==> src/rtl/usb_hpi_master.sv <==
`default_nettype none
// ============================================================================
// Module   : usb_hpi_master
// Brief    : Host-port-interface bus master for the USB controller. It runs
//            programmable setup/strobe/hold timing and single-address bursts,
//            generates the controller reset pulse and latches interrupt flags.
// Revision : 1.0 - initial release
// ============================================================================
module usb_hpi_master #(
    parameter int DATA_W     = 16,
    parameter int ADDR_W     = 2,
    parameter int SETUP_CYC  = 1,
    parameter int STROBE_CYC = 4,
    parameter int HOLD_CYC   = 1,
    parameter int RST_CYC    = 1024,
    parameter int LEN_W      = 8,
    parameter int N_INT      = 2
) (
    input  logic              clk_clk,
    input  logic              reset_reset_n,
    input  logic              cmd_valid,
    output logic              cmd_ready,
    input  logic              cmd_write,
    input  logic [ADDR_W-1:0] cmd_addr,
    input  logic [LEN_W-1:0]  cmd_len,
    input  logic              wr_valid,
    output logic              wr_ready,
    input  logic [DATA_W-1:0] wr_data,
    output logic              rd_valid,
    output logic [DATA_W-1:0] rd_data,
    output logic              busy,
    input  logic [N_INT-1:0]  int_in,
    output logic [N_INT-1:0]  int_pend,
    input  logic [N_INT-1:0]  int_clr,
    input  logic [DATA_W-1:0] hpi_data_in,
    output logic [DATA_W-1:0] hpi_data_out,
    output logic              hpi_data_oe,
    output logic [ADDR_W-1:0] hpi_addr,
    output logic              hpi_cs_n,
    output logic              hpi_rd_n,
    output logic              hpi_wr_n,
    output logic              hpi_rst_n
);

    localparam logic [2:0] c_st_rst_hold = 3'd0;
    localparam logic [2:0] c_st_idle     = 3'd1;
    localparam logic [2:0] c_st_wdata    = 3'd2;
    localparam logic [2:0] c_st_setup    = 3'd3;
    localparam logic [2:0] c_st_strobe   = 3'd4;
    localparam logic [2:0] c_st_hold     = 3'd5;

    localparam int c_cnt_max0 = (RST_CYC > SETUP_CYC) ? RST_CYC : SETUP_CYC;
    localparam int c_cnt_max1 = (c_cnt_max0 > STROBE_CYC) ? c_cnt_max0 : STROBE_CYC;
    localparam int c_cnt_max  = (c_cnt_max1 > HOLD_CYC) ? c_cnt_max1 : HOLD_CYC;
    localparam int CNT_W      = $clog2(c_cnt_max + 1);

    localparam logic [CNT_W-1:0] c_rst_last    = CNT_W'(RST_CYC - 1);
    localparam logic [CNT_W-1:0] c_setup_last  = CNT_W'(SETUP_CYC - 1);
    localparam logic [CNT_W-1:0] c_strobe_last = CNT_W'(STROBE_CYC - 1);
    localparam logic [CNT_W-1:0] c_hold_last   = CNT_W'(HOLD_CYC - 1);

    logic [2:0]        r_state;
    logic [2:0]        w_state_nxt;
    logic [CNT_W-1:0]  r_cnt;
    logic [LEN_W-1:0]  r_remaining;
    logic              r_write;
    logic              w_write_nxt;
    logic              w_cmd_hs;
    logic              w_wr_hs;
    logic              w_strobe_end;
    logic              w_hold_end;
    logic              w_bus_nxt;

    logic              r_cmd_ready;
    logic              r_wr_ready;
    logic              r_busy;
    logic              r_rd_valid;
    logic [DATA_W-1:0] r_rd_data;
    logic [DATA_W-1:0] r_hpi_data_out;
    logic              r_hpi_data_oe;
    logic [ADDR_W-1:0] r_hpi_addr;
    logic              r_hpi_cs_n;
    logic              r_hpi_rd_n;
    logic              r_hpi_wr_n;
    logic              r_hpi_rst_n;

    logic [N_INT-1:0]  r_int_s1;
    logic [N_INT-1:0]  r_int_s2;
    logic [N_INT-1:0]  r_int_s3;
    logic [N_INT-1:0]  r_int_pend;
    logic [N_INT-1:0]  w_int_rise;

    always_ff @(posedge clk_clk or negedge reset_reset_n) begin
        if (!reset_reset_n) begin
            r_state <= c_st_rst_hold;
        end else begin
            r_state <= w_state_nxt;
        end
    end

    always_comb begin
        w_state_nxt  = r_state;
        w_write_nxt  = r_write;
        w_cmd_hs     = 1'b0;
        w_wr_hs      = 1'b0;
        w_strobe_end = 1'b0;
        w_hold_end   = 1'b0;
        case (r_state)
            c_st_rst_hold: begin
                if (r_cnt == c_rst_last) w_state_nxt = c_st_idle;
            end
            c_st_idle: begin
                if (cmd_valid) begin
                    w_cmd_hs    = 1'b1;
                    w_write_nxt = cmd_write;
                    w_state_nxt = cmd_write ? c_st_wdata : c_st_setup;
                end
            end
            c_st_wdata: begin
                if (wr_valid) begin
                    w_wr_hs     = 1'b1;
                    w_state_nxt = c_st_setup;
                end
            end
            c_st_setup: begin
                if (r_cnt == c_setup_last) w_state_nxt = c_st_strobe;
            end
            c_st_strobe: begin
                if (r_cnt == c_strobe_last) begin
                    w_strobe_end = 1'b1;
                    w_state_nxt  = c_st_hold;
                end
            end
            c_st_hold: begin
                if (r_cnt == c_hold_last) begin
                    w_hold_end = 1'b1;
                    if (r_remaining == '0) w_state_nxt = c_st_idle;
                    else                   w_state_nxt = r_write ? c_st_wdata : c_st_setup;
                end
            end
            default: w_state_nxt = c_st_rst_hold;
        endcase
        w_bus_nxt = (w_state_nxt == c_st_setup) || (w_state_nxt == c_st_strobe) ||
                    (w_state_nxt == c_st_hold);
    end

    // Outputs are registered from the next state so they line up with r_state.
    always_ff @(posedge clk_clk or negedge reset_reset_n) begin
        if (!reset_reset_n) begin
            r_cnt          <= '0;
            r_remaining    <= '0;
            r_write        <= 1'b0;
            r_cmd_ready    <= 1'b0;
            r_wr_ready     <= 1'b0;
            r_busy         <= 1'b1;
            r_rd_valid     <= 1'b0;
            r_rd_data      <= '0;
            r_hpi_data_out <= '0;
            r_hpi_data_oe  <= 1'b0;
            r_hpi_addr     <= '0;
            r_hpi_cs_n     <= 1'b1;
            r_hpi_rd_n     <= 1'b1;
            r_hpi_wr_n     <= 1'b1;
            r_hpi_rst_n    <= 1'b0;
        end else begin
            if (w_state_nxt != r_state) r_cnt <= '0;
            else                        r_cnt <= r_cnt + CNT_W'(1);

            if (w_cmd_hs) begin
                r_remaining <= cmd_len;
                r_write     <= cmd_write;
                r_hpi_addr  <= cmd_addr;
            end else if (w_hold_end && (r_remaining != '0)) begin
                r_remaining <= r_remaining - LEN_W'(1);
            end

            if (w_wr_hs) r_hpi_data_out <= wr_data;

            r_rd_valid <= w_strobe_end && !r_write;
            if (w_strobe_end && !r_write) r_rd_data <= hpi_data_in;

            r_cmd_ready   <= (w_state_nxt == c_st_idle);
            r_wr_ready    <= (w_state_nxt == c_st_wdata);
            r_busy        <= (w_state_nxt != c_st_idle);
            r_hpi_rst_n   <= (w_state_nxt != c_st_rst_hold);
            r_hpi_cs_n    <= !w_bus_nxt;
            r_hpi_data_oe <= w_bus_nxt && w_write_nxt;
            r_hpi_rd_n    <= !((w_state_nxt == c_st_strobe) && !w_write_nxt);
            r_hpi_wr_n    <= !((w_state_nxt == c_st_strobe) && w_write_nxt);
        end
    end

    // Rising edges seen after the 2-flop synchroniser; set beats a same-cycle clear.
    assign w_int_rise = r_int_s2 & ~r_int_s3;

    always_ff @(posedge clk_clk or negedge reset_reset_n) begin
        if (!reset_reset_n) begin
            r_int_s1   <= '0;
            r_int_s2   <= '0;
            r_int_s3   <= '0;
            r_int_pend <= '0;
        end else begin
            r_int_s1   <= int_in;
            r_int_s2   <= r_int_s1;
            r_int_s3   <= r_int_s2;
            r_int_pend <= (r_int_pend & ~int_clr) |
                          (w_int_rise & {N_INT{r_state != c_st_rst_hold}});
        end
    end

    assign cmd_ready    = r_cmd_ready;
    assign wr_ready     = r_wr_ready;
    assign busy         = r_busy;
    assign rd_valid     = r_rd_valid;
    assign rd_data      = r_rd_data;
    assign int_pend     = r_int_pend;
    assign hpi_data_out = r_hpi_data_out;
    assign hpi_data_oe  = r_hpi_data_oe;
    assign hpi_addr     = r_hpi_addr;
    assign hpi_cs_n     = r_hpi_cs_n;
    assign hpi_rd_n     = r_hpi_rd_n;
    assign hpi_wr_n     = r_hpi_wr_n;
    assign hpi_rst_n    = r_hpi_rst_n;

endmodule
`default_nettype wire

==> config.mk <==
export PLATFORM = sky130hd
export DESIGN_NAME = usb_hpi_master
export DESIGN_NICKNAME = d
export VERILOG_FILES = /design/src/rtl/usb_hpi_master.sv
export SDC_FILE = /design/constraint.sdc
export NUM_CORES = 1
export LEC_CHECK = 0
export ABC_AREA = 1
export CAP_MARGIN = 20
export CORE_AREA = 2 2 78 95
export CTS_CLUSTER_SIZE = 14
export DETAILED_ROUTE_END_ITERATION = 6
export DIE_AREA = 0 0 80 97
export PLACE_DENSITY = 0.81
export SYNTH_ARGS = -nofsm -noshare
export SYNTH_HDL_FRONTEND = slang
export SYNTH_SLANG_ARGS = --single-unit
==> constraint.sdc <==
create_clock -name clk_clk -period 3.1 [get_ports clk_clk]
set_input_delay 0.465 -clock clk_clk [delete_from_list [all_inputs] [get_ports clk_clk]]
set_output_delay 0.465 -clock clk_clk [all_outputs]
set_load 0.02 [all_outputs]
==> impl_table.tex, run 1 <==
\begin{tabular}{lr}
\hline
Metric & Value \\
\hline
\multicolumn{2}{l}{\textbf{Detailed routing}} \\
Detailed-route vias per instance & 4.90 \\
Overall via count from detail\_route & 2618 \\
Number of detailed-route iterations in the first pass & 4 \\
Average wire per cell in the routed design & 14.1 um \\
Post-route ant nets & 0 \\
Total routed wirelength & 7550 um \\
Drt drc & 0 \\
Drt first-iter violations & 122 \\
\multicolumn{2}{l}{\textbf{Yosys}} \\
Most area-consuming cells after synthesis & sky130\_fd\_sc\_hd\_\_dfrtp\_1 (52\%), sky130\_fd\_sc\_hd\_\_nand2\_1 (10\%), sky130\_fd\_sc\_hd\_\_mux2\_2 (5.3\%), sky130\_fd\_sc\_hd\_\_dfstp\_2 (3.1\%), sky130\_fd\_sc\_hd\_\_nor2\_2 (2.9\%) \\
Mean area per synthesized cell & 9.92 um2 \\
Async set-or-reset flop fraction in the synthesized netlist & 100\% \\
Yosys top cell area share & 51.6\% \\
Synthesis-stage register bit count & 74 \\
Top flip-flop cell by instance count after synthesis & sky130\_fd\_sc\_hd\_\_dfrtp\_1 \\
Number of nets produced by synthesis & 396 \\
Synthesis Warnings & 0 \\
Count of distinct cell types in the synthesized netlist & 36 \\
Post-synthesis sequential area ratio & 54.7\% \\
Largest area contributor in the synthesized netlist & sky130\_fd\_sc\_hd\_\_dfrtp\_1 \\
Cell area after synthesis & 0.00339 mm2 \\
Cells after synthesis & 342 \\
Number of enable flip-flop cells after synthesis & 0 \\
\multicolumn{2}{l}{\textbf{Setup path}} \\
Sum of buffers and inverters on the critical path & 1 \\
Worst endpoint data arrival time & 2.32 ns \\
Crit. End Element & flop \\
Kind of start point of the critical path & flop \\
Dominant delay contributor by cell family on the critical path & simple AND/OR/NAND/NOR gates \\
Flop-to-flop setup slack & 1.04 ns \\
Max stage delay cell, worst path & sky130\_fd\_sc\_hd\_\_dfrtp\_1 \\
Critical path start-end classification & reg2reg \\
Reg-to-reg critical path startpoint & r\_remaining[0]\$\_DFFE\_PN0P\_ \\
Worst Path Required & 3.36 ns \\
Largest stage delay on the critical path & 0.38 ns \\
Critical-path maximum fanout & 11 \\
Worst reg2reg path endpoint & r\_cnt[10]\$\_DFF\_PN0\_ \\
Cell count of the worst reg-to-reg path & 10 \\
Cell breakdown of the critical path & inv\_1 -> ha\_1 -> nand2\_1 -> nor2\_2 -> nor2\_2 -> nand2\_1 -> nand3\_1 -> nor2\_1 -> nand3\_2 -> nor2\_1 \\
\multicolumn{2}{l}{\textbf{Floorplan}} \\
Die Height & 97 um \\
Area of the core region & 0.00677 mm2 \\
Die span in x & 80 um \\
Initial cell density of the core & 50.1\% \\
Number of primary I/O pins & 96 \\
Row count & 33 \\
Die area & 0.00776 mm2 \\
\multicolumn{2}{l}{\textbf{CTS}} \\
Clock tree buffer depth & 2 \\
Quantity of hold-fixing buffers added after cts & 0 \\
Postcts setup bufs & 0 \\
Clock transition at path regs & 0.08 ns \\
TritonCTS Buffers & 9 \\
Max H-tree Level & 3 \\
Number of instances resized during post-cts repair & 0 \\
Root cell of the clock tree & sky130\_fd\_sc\_hd\_\_clkbuf\_8 \\
CTS tree & done \\
Insertion delay to the later sink of the worst-skew pair & 0.35 ns \\
Number of sinks on the clock net & 74 \\
\multicolumn{2}{l}{\textbf{Cells and area}} \\
Signed area change from the synthesized netlist to the final layout & 36.8\% \\
Layout net count & 496 \\
Share of final-layout standard cells stronger than drive strength 1 & 20.6\% \\
Antenna diodes & 0 \\
\multicolumn{2}{l}{\textbf{STA}} \\
Setup\_tns & 0 ns \\
Post-route clock skew & 0.00989 ns \\
Share of the clock period used by the worst path & 66.5\% \\
Max-Slew Margin vs Limit & 47.7\% \\
Min cycle time layout & 2.06 ns \\
Unrepaired setup endpoints after global routing & false \\
Max frequency & 485 MHz \\
Final max-slew violation count & 0 \\
Final count of negative-setup-slack endpoints & 0 \\
Worst-margin pin slew & 0.784 ns \\
Final count of hold timing violations & 0 \\
\multicolumn{2}{l}{\textbf{Flow run}} \\
Max-capacitance violation count & 0 \\
\multicolumn{2}{l}{\textbf{Power}} \\
Worst VDD drop & 348 uV \\
Power density of the placed cells & 421 mW/mm2 \\
Total design power & 0.00195 W \\
Leakage power of the design & 2.22 nW \\
\multicolumn{2}{l}{\textbf{GRT}} \\
Largest net degree at the start of global routing & 43 \\
GRT Resource Usage Total & 21.7\% \\
GRT overflow & 0 \\
Global-route wire length before repair & 13200 um \\
Number of antenna violations at the first check in global routing & 0 \\
Vias in the first global route & 2830 \\
\multicolumn{2}{l}{\textbf{Run status}} \\
Outcome & completed \\
\multicolumn{2}{l}{\textbf{Placement}} \\
Half-perimeter wire length after placement & 5480 um \\
Final weighted congestion of routability-driven global placement & 0.905 \\
Number of port buffers & 95 \\
\multicolumn{2}{l}{\textbf{Worst hold path}} \\
Worst hold-check path type & in2async \\
\hline
\end{tabular}
## metrics by stage
| step | cells | cell area, um2 | worst slack, ns | hold WS (ns) | utilization [%] |
|---|---|---|---|---|---|
| 2_1_floorplan | 342 | 3390 | 1.49 | 0.169 | - |
| 3_3_place_gp | 518 | 4430 | 0.910 | 0.335 | 65.4 |
| 3_5_place_dp | 518 | 4430 | 0.823 | 0.343 | 65.4 |
| 4_1_cts | 534 | 4640 | 1.07 | 0.208 | 68.6 |
| 5_1_grt | 534 | 4640 | 0.883 | 0.244 | 68.6 |
| 6_report | 534 | 4640 | 1.04 | 0.200 | 68.6 |
## routing by layer
layer | vias up | part of all wire (%) | global-route usage, % | routed length [um]
met4 | 0 | 1.8 | 8.21 | 133
met3 | 11 | 7.1 | 6.34 | 537
li1 | 1274 | - | - | -
met1 | 1257 | 40 | 26.8 | 3040
met2 | 76 | 51 | 35.6 | 3850
met5 | - | 0 | 0 | 0
## report_power, final
group	switching [W]	total (W)	internal [W]
sequential	0.00000829	0.000990	0.000982
clock	0.000365	0.000820	0.000455
combinational	0.0000584	0.000142	0.0000841
total	0.000432	0.00195	0.00152
## placed cells by master (no fill, tap or decap), types with 5 or more instances in the layout
cell type,instances
sky130_fd_sc_hd__nor2_4,5
sky130_fd_sc_hd__o21ai_0,9
sky130_fd_sc_hd__nor2_1,21
sky130_fd_sc_hd__xor2_1,8
sky130_fd_sc_hd__inv_1,24
sky130_fd_sc_hd__nand2_1,90
sky130_fd_sc_hd__clkdlybuf4s50_1,94
sky130_fd_sc_hd__nand2_2,7
sky130_fd_sc_hd__nand3_1,15
sky130_fd_sc_hd__mux2_2,16
sky130_fd_sc_hd__clkbuf_8,9
sky130_fd_sc_hd__inv_2,12
sky130_fd_sc_hd__nor2_2,16
sky130_fd_sc_hd__dfrtp_1,70
## cell families after synthesis
group | count (synthesis) | share of synthesized area [%]
AO/OA/AOI/OAI | 24 | 4.50
adder cells (fa/ha/maj) | 3 | 1.11
XOR/XNOR | 10 | 2.58
AND/OR/NAND/NOR | 171 | 26.3
buffers and inverters | 43 | 5.24
multiplexers | 17 | 5.60
flip-flops | 74 | 54.7
## state kept, by name (all words and copies together) (netlist names)
name and count:
r_int_s2 2, hpi_wr_n 1, wr_ready 1, rd_data 16, rd_valid 1, r_state 3, cmd_ready 1, r_remaining 8
r_int_s1 2, r_int_s3 2, r_cnt 11, busy 1, hpi_rd_n 1, hpi_addr 2, hpi_rst_n 1, hpi_data_oe 1
int_pend 2, hpi_cs_n 1, r_write 1, hpi_data_out 16
## final cells by class
class,count,area (um2)
timing repair buffer,96,966
inverter,36,135
fill,530,2130
clock inverter,6,88.8
sequential,74,1860
tap,87,109
multi-input combinational,225,1360
clock buffer,10,128
## worst max path at each step
stage,start,end,slack (ns),cells past startpoint
final,r_remaining[0]$_DFFE_PN0P_,r_cnt[10]$_DFF_PN0_,1.04,10
after detailed placement,cmd_valid,hpi_data_oe$_DFF_PN0_,0.82,7
after CTS,r_remaining[0]$_DFFE_PN0P_,r_cnt[10]$_DFF_PN0_,1.07,10
after global routing,r_remaining[0]$_DFFE_PN0P_,r_cnt[7]$_DFF_PN0_,0.88,10
after global placement,cmd_valid,hpi_data_oe$_DFF_PN0_,0.91,7
after floorplan,r_cnt[0]$_DFF_PN0_,r_cnt[5]$_DFF_PN0_,1.49,11
## synth_stat cells, types with 3 or more instances
cell                      count
sky130_fd_sc_hd__nand2_1     90
sky130_fd_sc_hd__dfrtp_1     70
sky130_fd_sc_hd__inv_1       24
sky130_fd_sc_hd__nor2_1      21
sky130_fd_sc_hd__mux2_2      16
sky130_fd_sc_hd__nor2_2      16
sky130_fd_sc_hd__nand3_1     15
sky130_fd_sc_hd__inv_2       12
sky130_fd_sc_hd__o21ai_0      9
sky130_fd_sc_hd__xor2_1       8
sky130_fd_sc_hd__nand2_2      7
sky130_fd_sc_hd__nor2_4       5
sky130_fd_sc_hd__a21oi_1      4
sky130_fd_sc_hd__buf_2        4
sky130_fd_sc_hd__dfstp_2      4
sky130_fd_sc_hd__nand2_4      4
sky130_fd_sc_hd__a31oi_1      3
sky130_fd_sc_hd__ha_1         3
sky130_fd_sc_hd__nand3_2      3
sky130_fd_sc_hd__nand3_4      3
sky130_fd_sc_hd__nor3_1       3
Power figures use the tool's default switching activity.
==> inputs of run 2 (changes only) <==
--- a/config.mk
+++ b/config.mk
@@ -7,11 +7,11 @@
 export LEC_CHECK = 0
 export ABC_AREA = 1
 export CAP_MARGIN = 20
-export CORE_AREA = 2 2 78 95
+export CORE_AREA = 2 2 85 103
 export CTS_CLUSTER_SIZE = 14
 export DETAILED_ROUTE_END_ITERATION = 6
-export DIE_AREA = 0 0 80 97
-export PLACE_DENSITY = 0.81
+export DIE_AREA = 0 0 87 105
+export PLACE_DENSITY = 0.72
 export SYNTH_ARGS = -nofsm -noshare
 export SYNTH_HDL_FRONTEND = slang
 export SYNTH_SLANG_ARGS = --single-unit
==> constraint.sdc (replaced) <==
create_clock -name clk_clk -period 1.72 [get_ports clk_clk]
set_input_delay 0.258 -clock clk_clk [delete_from_list [all_inputs] [get_ports clk_clk]]
set_output_delay 0.258 -clock clk_clk [all_outputs]
set_load 0.02 [all_outputs]
==> run 2 against run 1 <==
Against the previous run:
- sequential share of layout area decreased by 1.9 points
- die area increased by 18%
- combinational power increased by 83%
- first-iteration DRC count decreased by 34%
- largest power group unchanged
==> impl_table.tex, run 2 (same netlist as run 1, synthesis figures left out) <==
\begin{tabular}{lr}
\hline
Metric & Value \\
\hline
\multicolumn{2}{l}{\textbf{Setup path}} \\
Most common cell type on the critical path & sky130\_fd\_sc\_hd\_\_nand2\_2 \\
Worst reg2reg path endpoint & r\_cnt[10]\$\_DFF\_PN0\_ \\
Dominant delay contributor by cell family on the critical path & simple AND/OR/NAND/NOR gates \\
Instance count on the critical path & 12 (+2) \\
Flop-to-flop setup slack & 0.07 ns (-0.97 ns) \\
Largest stage delay on the critical path & 0.40 ns (+0.02 ns) \\
Cell count of the worst reg-to-reg path & 12 (+2) \\
Reg-to-reg critical path startpoint & r\_cnt[1]\$\_DFF\_PN0\_ \\
Kind of start point of the critical path & flop \\
Worst endpoint data arrival time & 1.92 ns (-0.40 ns) \\
Critical-path maximum fanout & 11 (unchanged) \\
Max stage delay cell, worst path & sky130\_fd\_sc\_hd\_\_dfrtp\_1 \\
Sum of buffers and inverters on the critical path & 3 (+2) \\
Cell breakdown of the critical path & inv\_2 -> ha\_2 -> nand3\_4 -> buf\_6 -> nor2\_8 -> nand2\_2 -> nand2\_2 -> nand2\_4 -> nand3\_1 -> nand3\_2 -> buf\_12 -> nor2\_1 \\
Worst Path Required & 1.99 ns (-1.37 ns) \\
Critical path start-end classification & reg2reg \\
Crit. End Element & flop \\
\multicolumn{2}{l}{\textbf{Power}} \\
Clock power frac & 39.8\% (-2.2 points) \\
Internal cell power & 0.00261 W (+72\%) \\
Leakage power of the design & 2.33 nW (+5.1\%) \\
Power density of the placed cells & 698 mW/mm2 (+66\%) \\
Worst VDD drop & 740 uV (+110\%) \\
Sw frac & 23.1\% (+1.0 points) \\
Share of total power in sequential cells & 52.5\% (+1.8 points) \\
Part of the total power dissipated in combinational logic & 7.7\% (+0.4 points) \\
Power spent charging and discharging nets & 0.000786 W (+82\%) \\
\multicolumn{2}{l}{\textbf{Placement}} \\
Half-perimeter wire length after placement & 5640 um (+2.8\%) \\
Final weighted congestion of routability-driven global placement & 0.877 (-3.0\%) \\
Number of port buffers & 95 (unchanged) \\
Pre-CTS setup slack & 0.00834 ns (-0.815 ns) \\
\multicolumn{2}{l}{\textbf{GRT}} \\
GRT overflow & 0 (unchanged) \\
Global-route wire length before repair & 12400 um (-5.6\%) \\
GRT Resource Usage Total & 17.3\% (-4.4 points) \\
Largest net degree at the start of global routing & 35 (-19\%) \\
Number of antenna violations at the first check in global routing & 0 (unchanged) \\
Vias in the first global route & 2747 (-2.9\%) \\
\multicolumn{2}{l}{\textbf{Detailed routing}} \\
Total length of routed met3 wires & 511 um (-4.8\%) \\
Detailed-route vias per instance & 4.71 (-3.9\%) \\
Average wire per cell in the routed design & 13.1 um (-7.6\%) \\
Total routed wirelength & 7370 um (-2.4\%) \\
Post-route ant nets & 0 (unchanged) \\
Number of detailed-route iterations in the first pass & 4 (unchanged) \\
Drt drc & 0 (unchanged) \\
Overall via count from detail\_route & 2656 (+1.5\%) \\
Met1 layer wirelength in the final routing & 3050 um (+0.56\%) \\
Drt first-iter violations & 80 (-34\%) \\
Met2 wire len & 3730 um (-2.9\%) \\
Top layer in use & met4 \\
\multicolumn{2}{l}{\textbf{CTS}} \\
Root cell of the clock tree & sky130\_fd\_sc\_hd\_\_clkbuf\_8 \\
Insertion delay to the later sink of the worst-skew pair & 0.35 ns (about the same) \\
CTS tree & done \\
Number of sinks on the clock net & 74 (unchanged) \\
TritonCTS Buffers & 9 (unchanged) \\
Clock tree buffer depth & 2 (unchanged) \\
Postcts setup bufs & 0 (unchanged) \\
Max H-tree Level & 3 (unchanged) \\
Clock transition at path regs & 0.08 ns (about the same) \\
\multicolumn{2}{l}{\textbf{Floorplan}} \\
Number of primary I/O pins & 96 (unchanged) \\
Area of the core region & 0.00806 mm2 (+19\%) \\
Row count & 36 (+9.1\%) \\
Die Height & 105 um (+8.2\%) \\
Die area & 0.00914 mm2 (+18\%) \\
Die span in x & 87 um (+8.8\%) \\
Initial cell density of the core & 42.1\% (-8.0 points) \\
\multicolumn{2}{l}{\textbf{Cells and area}} \\
Share of final-layout standard cells stronger than drive strength 1 & 26.0\% (+5.4 points) \\
Most common cell after layout, fill and taps aside & sky130\_fd\_sc\_hd\_\_clkdlybuf4s50\_1 \\
Antenna diodes & 0 (unchanged) \\
Signed area change from the synthesized netlist to the final layout & 43.5\% \\
Layout net count & 518 (+4.4\%) \\
Fill cells & 687 (+30\%) \\
Commonest cells after routing, fill and taps aside & sky130\_fd\_sc\_hd\_\_clkdlybuf4s50\_1 (90), sky130\_fd\_sc\_hd\_\_nand2\_1 (87), sky130\_fd\_sc\_hd\_\_dfrtp\_1 (70), sky130\_fd\_sc\_hd\_\_inv\_1 (22), sky130\_fd\_sc\_hd\_\_nor2\_1 (21) \\
\multicolumn{2}{l}{\textbf{Flow run}} \\
Max-capacitance violation count & 0 (unchanged) \\
\multicolumn{2}{l}{\textbf{Worst hold path}} \\
Worst hold-check path type & in2async \\
\multicolumn{2}{l}{\textbf{Run status}} \\
Outcome & completed \\
\multicolumn{2}{l}{\textbf{STA}} \\
Fin worst setup slack & 0.0679 ns (-0.971 ns) \\
Unrepaired setup endpoints after global routing & true \\
Worst-margin pin slew & 0.350 ns (-0.434 ns) \\
Final max-slew violation count & 0 (unchanged) \\
Min cycle time layout & 1.65 ns (-0.409 ns) \\
Max-Slew Margin vs Limit & 76.4\% (+29 points) \\
Post-route clock skew & 0.0146 ns (+0.00469 ns) \\
Share of the clock period used by the worst path & 96.0\% (+30 points) \\
Max frequency & 605 MHz (+25\%) \\
Setup\_tns & 0 ns (unchanged) \\
Final count of hold timing violations & 0 (unchanged) \\
Final count of negative-setup-slack endpoints & 0 (unchanged) \\
\hline
\end{tabular}
==> run 2: power groups by stage <==
stage	logic, W	clock network, W	registers, W
after CTS	0.000266	0.00139	0.00178
after floorplan	0.0000197	0	0.00185
after global routing	0.000281	0.00147	0.00179
after global placement	0.000258	0	0.00182
after detailed placement	0.000262	0	0.00182
final	0.000260	0.00135	0.00178
==> run 2: worst register-to-register path: cells and delay by family (launching register included) <==
family	cells	cell delay [ns]
buffers and inverters	3	0.36
adder cells (fa/ha/maj)	1	0.18
AND/OR/NAND/NOR	8	0.64
flip-flops	1	0.40
==> run 2: repair_timing <==
action / CTS / global route
hold buffers: 1 / 0
pin swaps: 0 / 6
hold endpoints to repair: 17 / 0
gates resized for setup: 6 / 13
setup endpoints to repair: 7 / 22
==> run 2: cell type report <==
cell class / count / area, um2 / share of cell area, %
clock buffers: 10 / 128 / 2.62
clock inverters: 6 / 73.8 / 1.52
inverters: 36 / 138 / 2.83
multi-input cells: 225 / 1400 / 28.7
flip-flops and latches: 74 / 1860 / 38.1
well taps: 95 / 119 / 2.44
repair buffers: 118 / 1160 / 23.8
==> run 2: through the flow <==
stage | std cells | total power (W) | area [um2] | utilization (%) | hold WS (ns)
2_1_floorplan | 342 | 0.00187 | 3390 | - | -0.0376
6_report | 564 | 0.00340 | 4870 | 60.4 | 0.339
3_5_place_dp | 547 | 0.00208 | 4620 | 57.3 | 0.146
3_3_place_gp | 547 | 0.00208 | 4620 | 57.3 | 0.144
5_1_grt | 564 | 0.00354 | 4870 | 60.4 | 0.318
4_1_cts | 564 | 0.00344 | 4830 | 59.9 | 0.326
==> run 2: how the worst max path moves through the flow <==
stage	to	slack, ns	start
6_report	r_cnt[10]$_DFF_PN0_	0.07	r_cnt[1]$_DFF_PN0_
5_1_grt	r_cnt[2]$_DFF_PN0_	-0.06	r_cnt[0]$_DFF_PN0_
4_1_cts	r_cnt[10]$_DFF_PN0_	0.008	r_remaining[0]$_DFFE_PN0P_
3_5_place_dp	hpi_data_oe$_DFF_PN0_	0.008	cmd_valid
3_3_place_gp	hpi_data_oe$_DFF_PN0_	0.01	cmd_valid
2_1_floorplan	r_cnt[5]$_DFF_PN0_	0.11	r_cnt[0]$_DFF_PN0_
==> run 2: routing by layer <==
metal | up-vias | global-route usage, %
met5 | - | 0
met4 | 0 | 5.25
met1 | 1257 | 20.6
met2 | 64 | 28.5
met3 | 7 | 6.79
li1 | 1328 | -
==> inputs of run 3 (changes only) <==
--- a/config.mk
+++ b/config.mk
@@ -7,11 +7,10 @@
 export LEC_CHECK = 0
 export ABC_AREA = 1
 export CAP_MARGIN = 20
-export CORE_AREA = 2 2 85 103
-export CTS_CLUSTER_SIZE = 14
+export CORE_AREA = 2 2 106 82
 export DETAILED_ROUTE_END_ITERATION = 6
-export DIE_AREA = 0 0 87 105
-export PLACE_DENSITY = 0.72
+export DIE_AREA = 0 0 108 84
+export PLACE_DENSITY = 0.73
 export SYNTH_ARGS = -nofsm -noshare
 export SYNTH_HDL_FRONTEND = slang
 export SYNTH_SLANG_ARGS = --single-unit
==> run 3 against run 2 <==
Against the previous run:
- the flow now finishes with violations (setup timing)
- flip-flop and latch count unchanged
- worst setup slack lost 0.13 ns
- register-to-register slack lost 0.13 ns
- non-clock buffer count down 2
- utilization grew 0.64 points
- cell count increased by 2.0%
- combinational power rose by 2%
- critical endpoint is now hpi_data_oe$_DFF_PN0_
==> impl_table.tex, run 3 (same netlist as run 1, synthesis figures left out) <==
\begin{tabular}{lr}
\hline
Metric & Value \\
\hline
\multicolumn{2}{l}{\textbf{Floorplan}} \\
Die area & 0.00907 mm2 (-0.69\%) \\
Number of primary I/O pins & 96 (unchanged) \\
Die span in x & 108 um (+24\%) \\
Row count & 29 (-19\%) \\
Area of the core region & 0.00816 mm2 (+1.3\%) \\
Initial cell density of the core & 41.6\% (-0.52 points) \\
Die Height & 84 um (-20\%) \\
\multicolumn{2}{l}{\textbf{STA}} \\
Setup\_tns & -0.506 ns (-0.506 ns) \\
Max frequency & 560 MHz (-7.5\%) \\
Unrepaired setup endpoints after global routing & true \\
Fin worst setup slack & -0.0656 ns (-0.134 ns) \\
Final count of negative-setup-slack endpoints & 15 (+15) \\
Worst-margin pin slew & 0.434 ns (+0.0835 ns) \\
Post-route clock skew & 0.00545 ns (-0.00912 ns) \\
Final max-slew violation count & 0 (unchanged) \\
Max-Slew Margin vs Limit & 71.1\% (-5.3 points) \\
Share of the clock period used by the worst path & 104\% (+7.8 points) \\
Final count of hold timing violations & 0 (unchanged) \\
Min cycle time layout & 1.79 ns (+0.134 ns) \\
\multicolumn{2}{l}{\textbf{GRT}} \\
Most used routing layer & met2 \\
GRT Resource Usage Total & 17.7\% (+0.41 points) \\
Global Route met2 Usage & 27.9\% (-0.56 points) \\
Number of antenna violations at the first check in global routing & 0 (unchanged) \\
GRT overflow & 0 (unchanged) \\
Largest net degree at the start of global routing & 32 (-8.6\%) \\
Met3 Resource Use GR & 6.09\% (-0.70 points) \\
Vias in the first global route & 2651 (-3.5\%) \\
GRT met1 Usage & 23.2\% (+2.6 points) \\
Global-route wire length before repair & 12500 um (+0.33\%) \\
\multicolumn{2}{l}{\textbf{Cells and area}} \\
Share of final-layout standard cells stronger than drive strength 1 & 26.6\% (+0.54 points) \\
Antenna diodes & 0 (unchanged) \\
Commonest cells after routing, fill and taps aside & sky130\_fd\_sc\_hd\_\_clkdlybuf4s50\_1 (90), sky130\_fd\_sc\_hd\_\_nand2\_1 (87), sky130\_fd\_sc\_hd\_\_dfrtp\_1 (70), sky130\_fd\_sc\_hd\_\_inv\_1 (20) \\
Most common cell after layout, fill and taps aside & sky130\_fd\_sc\_hd\_\_clkdlybuf4s50\_1 \\
Signed area change from the synthesized netlist to the final layout & 46.9\% \\
Share of the core filled with cells & 61.1\% (+0.64 points) \\
Final Instance Area & 0.00498 mm2 (+2.3\%) \\
Layout net count & 516 (-0.39\%) \\
\multicolumn{2}{l}{\textbf{Detailed routing}} \\
Detailed-route vias per instance & 4.64 (-1.4\%) \\
Average wire per cell in the routed design & 13.7 um (+5.1\%) \\
Overall via count from detail\_route & 2669 (+0.49\%) \\
Drt drc & 0 (unchanged) \\
Drt first-iter violations & 107 (+34\%) \\
Post-route ant nets & 0 (unchanged) \\
Number of detailed-route iterations in the first pass & 4 (unchanged) \\
Total routed wirelength & 7900 um (+7.2\%) \\
\multicolumn{2}{l}{\textbf{Run status}} \\
Outcome & finished, violations left \\
Violated checks & setup timing \\
\multicolumn{2}{l}{\textbf{Power}} \\
Leakage power of the design & 2.36 nW (+1.3\%) \\
Total design power & 0.00383 W (+13\%) \\
Power density of the placed cells & 768 mW/mm2 (+10\%) \\
Worst VDD drop & 623 uV (-16\%) \\
\multicolumn{2}{l}{\textbf{Placement}} \\
Number of port buffers & 95 (unchanged) \\
DP Area & 0.00456 mm2 (-1.2\%) \\
Final weighted congestion of routability-driven global placement & 0.854 (-2.7\%) \\
Half-perimeter wire length after placement & 5560 um (-1.3\%) \\
Pre-CTS setup slack & -0.0567 ns (-0.0650 ns) \\
\multicolumn{2}{l}{\textbf{CTS}} \\
Root cell of the clock tree & sky130\_fd\_sc\_hd\_\_clkbuf\_8 \\
Insertion delay to the later sink of the worst-skew pair & 0.35 ns (about the same) \\
Number of sinks on the clock net & 74 (unchanged) \\
TritonCTS Buffers & 9 (unchanged) \\
Clock tree buffer depth & 2 (unchanged) \\
Clock transition at path regs & 0.08 ns (about the same) \\
Max H-tree Level & 3 (unchanged) \\
CTS tree & done \\
\multicolumn{2}{l}{\textbf{Setup path}} \\
Kind of start point of the critical path & flop \\
Worst Path Required & 1.95 ns (-0.04 ns) \\
Largest stage delay on the critical path & 0.44 ns (+0.04 ns) \\
Max stage delay cell, worst path & sky130\_fd\_sc\_hd\_\_dfrtp\_1 \\
Cell breakdown of the critical path & inv\_2 -> ha\_4 -> nand3\_4 -> nand3b\_4 -> o21ai\_0 -> nand2\_1 -> a21oi\_2 -> nor2\_1 \\
Critical-path maximum fanout & 4 (-7) \\
Critical path start-end classification & reg2reg \\
Crit. End Element & flop \\
Worst endpoint data arrival time & 2.02 ns (+0.10 ns) \\
\multicolumn{2}{l}{\textbf{Worst hold path}} \\
Worst hold-check path type & in2reg \\
\multicolumn{2}{l}{\textbf{Flow run}} \\
Max-capacitance violation count & 0 (unchanged) \\
\hline
\end{tabular}
-- run 3: path summary, 6_finish.rpt --
path | from | end | slack (ns) | cells past startpoint
max | r_cnt[0]$_DFF_PN0_ | hpi_data_oe$_DFF_PN0_ | -0.07 | 8
min | int_in[0] | r_int_s1[0]$_DFF_PN0_ | 0.34 | 1
max reg2reg | r_cnt[0]$_DFF_PN0_ | hpi_data_oe$_DFF_PN0_ | -0.07 | 8
min reg2reg | r_int_s1[1]$_DFF_PN0_ | r_int_s2[1]$_DFF_PN0_ | 0.35 | 0
max in group asynchronous | reset_reset_n | hpi_wr_n$_DFF_PN1_ | 0.72 | 3
min in group asynchronous | reset_reset_n | r_remaining[4]$_DFFE_PN0P_ | 0.38 | 2
-- run 3: what timing repair did --
action	4_1_cts	5_1_grt
resized for setup	9	19
cloned	0	1
endpoints found under the hold margin	28	0
endpoints found under the setup margin	16	23
pin swaps	1	5
hold buffers	1	0
buffers inserted	1	4
-- run 3: per-layer routing --
metal | part of all wire, % | vias up | routed length [um]
met5 | 0 | - | 0
met4 | 1.5 | 0 | 117
met3 | 7.4 | 11 | 584
met2 | 47 | 87 | 3720
met1 | 44 | 1242 | 3480
li1 | - | 1329 | -
-- run 3: power breakdown --
group | switching (W) | total [W] | internal [W]
Clock | 0.000659 | 0.00178 | 0.00112
Sequential | 0.0000147 | 0.00178 | 0.00177
Combinational | 0.000109 | 0.000265 | 0.000155
-- run 3: layout make-up --
cell class / count / area [um2]
clock buffers: 10 / 128
clock inverters: 6 / 138
fillers: 679 / 3180
inverters: 36 / 138
multi-input cells: 225 / 1440
flip-flops and latches: 74 / 1860
well taps: 108 / 135
repair buffers: 116 / 1150
-- run 3: critical path, delay by kind of cell, from the launching register on --
family                     cells  cell delay, ns
and+or+nand+nor                4            0.52
AOI/OAI and AO/OA              2            0.46
DFF                            1            0.44
adders and majority gates      1            0.14
buffers and inverters          1            0.10
-- run 3: stage by stage --
stage,std cells,hold slack (ns)
floorplan,342,-0.0376
global placement,552,0.216
detailed placement,552,0.227
CTS,570,0.321
global route,575,0.318
finish,575,0.336
==> variant 1, RTL diff (config.mk and constraints of run 1) <==
Change the parameter `N_INT` from 2 to 4.
--- a/src/rtl/usb_hpi_master.sv
+++ b/src/rtl/usb_hpi_master.sv
@@ -16,3 +16,3 @@
     parameter int LEN_W      = 8,
-    parameter int N_INT      = 2
+    parameter int N_INT      = 4
 ) (
Ports: changed (resized int_clr, int_in and int_pend); port bits go from 96 to 102. No check against the original RTL was run, so the function may have changed too.
==> variant 1 against run 1 <==
Design area is 4.3% higher. Setup slack improved by 0.023 ns. Wire length rose by 0.69%. Synthesized cell count is 3.5% higher. Count of clock-buffer cells in the layout unchanged. Global-route usage shrank 0.79 points. Worst hold slack improved by 0.15 ns. Sequential cell count increased by 8. Power grew 0.65%. Critical endpoint is now r_cnt[8]. Critical path depth is 3 lower. Non-clock buffer count grew 7. Synthesized area increased by 4.6%.
==> variant 1: results (changes against run 1) <==
metric	value	unit	change
routed length on met1	3012	µm	-0.79%
Starting DRT DRC Count	147		+20%
met2 routed wirelength	4052	µm	+5.3%
area occupied by registers	0.002057	mm²	+11%
overall global routing resource usage	0.2092		-0.007928
pin count of the biggest net entering global routing	83		+93%
sequential fraction of the synthesis area	0.5795		+0.03229
critical path fanouts, max	17		+6
non-clock inverter instance count of the final layout	41		+14%
Unique masters post-synth	34		-5.6%
net count of the mapped netlist	412		+4.0%
non-clock buffering overhead in the final layout	0.2160		+0.007878
Filler Cell Count	533		+0.57%
portion of the layout cell area used by clock cells	0.03668		-0.009948
clock share of power	0.357		-0.063
IR Drop Worst-Case VDD	278.1	µV	-20%
Net Sw Power	0.4775	mW	+11%
global routing usage on met3	0.03545		-0.02799
Comb power frac	0.082		+0.009
count of port buffers added during placement	101		+6.3%
Clock Root Buffer	sky130_fd_sc_hd__clkbuf_8		
proportion of synthesized area in mux cells	0.05358		-0.002469
placed wire-length estimate	5587	µm	+1.9%
result of the run	finished, final reports clean		
compound-cell area share of the yosys netlist	0.03983		-0.005154
placer's final routability congestion estimate	0.7613		-16%
met2 usage	0.3487		-0.007051
#FFs+latches synth	82		+11%
cell types occupying the most area after synthesis	sky130_fd_sc_hd__dfrtp_1 55%, sky130_fd_sc_hd__nand2_1 9.5%, sky130_fd_sc_hd__mux2_2 5.1%, sky130_fd_sc_hd__inv_1 3.3%, sky130_fd_sc_hd__dfstp_2 3.0%		
most instantiated cells after synthesis	90 x sky130_fd_sc_hd__nand2_1, 78 x sky130_fd_sc_hd__dfrtp_1, 31 x sky130_fd_sc_hd__inv_1, 24 x sky130_fd_sc_hd__nor2_1, 16 x sky130_fd_sc_hd__mux2_2		
post-layout net count	520		+4.8%
met3 routed wirelength	321	µm	-40%
Sw Ratio	0.2430		+0.02178
Detailed Route WL	7606	µm	+0.69%
Synth Area in XOR/XNOR	0.01974		-0.006072
share of layout cells above drive strength 1	0.1777		-0.02809
adder-cell share of the synthesized area	0.01057		-0.0004874
transition time at the pin with the least slew margin	0.4730	ns	-0.3114 ns
fraction of area in multi-input gates	0.2684		-0.02432
via count normalized by instance count	4.944		+0.84%
==> variant 1: changes by cell type in the layout (fill, tap and decap cells not counted), sizes merged, moves of 2 or more <==
cell,change
bufinv,-2
clkdlybuf4s50,+6
dfrtp,+8
nand2,-2
a21oi,-3
o32ai,+2
nand4,+4
inv,+6
==> variant 1: worst paths after layout <==
check / from / to / slack (ns) / cells past startpoint
worst max register to register: r_state[2] / r_cnt[8] / 1.06 / 7
worst min-delay path: r_int_s1[2] / r_int_s2[2] / 0.35 / 0
worst min register to register: r_int_s1[2] / r_int_s2[2] / 0.35 / 0
worst max-delay path: r_state[2] / r_cnt[8] / 1.06 / 7
min in group asynchronous: reset_reset_n / hpi_data_out[5] / 0.48 / 2
max in group asynchronous: reset_reset_n / hpi_rd_n / 2.02 / 3
==> variant 1: per-stage QoR <==
stage / cells / utilization / hold WS, ns / area [µm²] / setup slack, ns
2_1_floorplan: 354 / - / 0.1694 / 3550 / 1.512
3_3_place_gp: 536 / 0.6835 / 0.3327 / 4628 / 0.8200
3_5_place_dp: 536 / 0.6835 / 0.3355 / 4628 / 0.7698
4_1_cts: 552 / 0.7097 / 0.3104 / 4806 / 1.038
5_1_grt: 554 / 0.7153 / 0.3630 / 4843 / 0.8570
6_report: 554 / 0.7153 / 0.3536 / 4843 / 1.062
==> variant 1: critical path, stage by stage (launching register included) <==
cell	delay [ns]
sky130_fd_sc_hd__dfrtp_1	0.47
sky130_fd_sc_hd__nor2_2	0.19
sky130_fd_sc_hd__nand3_2	0.39
sky130_fd_sc_hd__nand3_2	0.21
sky130_fd_sc_hd__nor2_2	0.07
sky130_fd_sc_hd__nand3_1	0.10
sky130_fd_sc_hd__nand3_2	0.33
sky130_fd_sc_hd__nor2_2	0.18
==> variant 2, RTL diff (flow settings as in run 1) <==
Made on the original files. Reset style: synchronous (`reset_reset_n`), changed in 3 clocked blocks.
--- a/src/rtl/usb_hpi_master.sv
+++ b/src/rtl/usb_hpi_master.sv
@@ -92,3 +92,3 @@
 
-    always_ff @(posedge clk_clk or negedge reset_reset_n) begin
+    always_ff @(posedge clk_clk) begin
         if (!reset_reset_n) begin
@@ -147,3 +147,3 @@
     // Outputs are registered from the next state so they line up with r_state.
-    always_ff @(posedge clk_clk or negedge reset_reset_n) begin
+    always_ff @(posedge clk_clk) begin
         if (!reset_reset_n) begin
@@ -195,3 +195,3 @@
 
-    always_ff @(posedge clk_clk or negedge reset_reset_n) begin
+    always_ff @(posedge clk_clk) begin
         if (!reset_reset_n) begin
Check against the original RTL: same outputs for any inputs over 10 cycles, from zero or initial values and one cycle with reset_reset_n low; that may be too few to reach the edited logic, so the function may still have changed.
==> variant 2 against run 1 <==
Synthesized area shrank 5.8%. Design area shrank 4.1%. Sequential share of layout area shrank 6.7 points. Largest cell class unchanged. Global-route usage shrank 1.5 points. Power shrank 0.26%. Critical endpoint is now r_cnt[1]. Setup slack gained 0.11 ns. Wire length shrank 1.4%. Highest routed layer unchanged. Sequential cell count is the same.
==> variant 2: results (changes against run 1) <==
metric	value	unit	change
Post-Layout Cell Count	608		+14%
Max Clock Skew	0.007788	ns	-0.002099 ns
end point of the critical path	r_cnt[1]		
Fin Hold WS	0.4135	ns	+0.2131 ns
global routing usage on met3	0.05877		-0.004664
pin count of the biggest net entering global routing	50		+16%
Worst R2R Path Depth	12		+2
placed wire-length estimate	5490	µm	+0.13%
sequential fraction of the synthesis area	0.4634		-0.08379
reported sequential group power	0.961	mW	-2.9%
proportion of synthesized area in mux cells	0		-0.05605
met2 routed wirelength	3804	µm	-1.1%
crit path DAT	2.23	ns	-0.09 ns
result of the run	finished, final reports clean		
placer's final routability congestion estimate	0.8309		-8.2%
number of standard cells after synthesis	421		+23%
first-pass GRT wire length	12610	µm	-4.2%
IR Drop Worst-Case VDD	338.8	µV	-2.7%
cell types occupying the most area after synthesis	sky130_fd_sc_hd__dfxtp_1 46%, sky130_fd_sc_hd__inv_1 7.4%, sky130_fd_sc_hd__o21ai_0 7.2%, sky130_fd_sc_hd__nor2_1 6.7%, sky130_fd_sc_hd__nand2_1 5.9%		
overall global routing resource usage	0.2027		-0.01450
compound-cell area share of the yosys netlist	0.1346		+0.08965
crit path max-delay cell type	sky130_fd_sc_hd__dfxtp_1		
static leakage	1.874	nW	-16%
Detailed Route WL	7446	µm	-1.4%
dpl ws	0.9389	ns	+0.1160 ns
M1 GR Usage	0.2227		-0.04575
-- variant 2: cell types whose count changed after synthesis, moves of 16 or more --
| cell | run 1 | this run |
|---|---|---|
| sky130_fd_sc_hd__dfxtp_1 | 0 | 74 |
| sky130_fd_sc_hd__inv_1 | 24 | 63 |
| sky130_fd_sc_hd__o21ai_0 | 9 | 46 |
| sky130_fd_sc_hd__a21oi_1 | 4 | 24 |
| sky130_fd_sc_hd__mux2_2 | 16 | 0 |
| sky130_fd_sc_hd__nand2_1 | 90 | 50 |
| sky130_fd_sc_hd__nor2_1 | 21 | 57 |
| sky130_fd_sc_hd__dfrtp_1 | 70 | 0 |
-- variant 2: cell type report --
type	instances	area share
clock inverters	5	0.02333
well taps	87	0.02446
flip-flops and latches	74	0.3329
inverters	69	0.05819
multi-input cells	265	0.3129
clock buffers	9	0.02783
repair buffers	99	0.2204
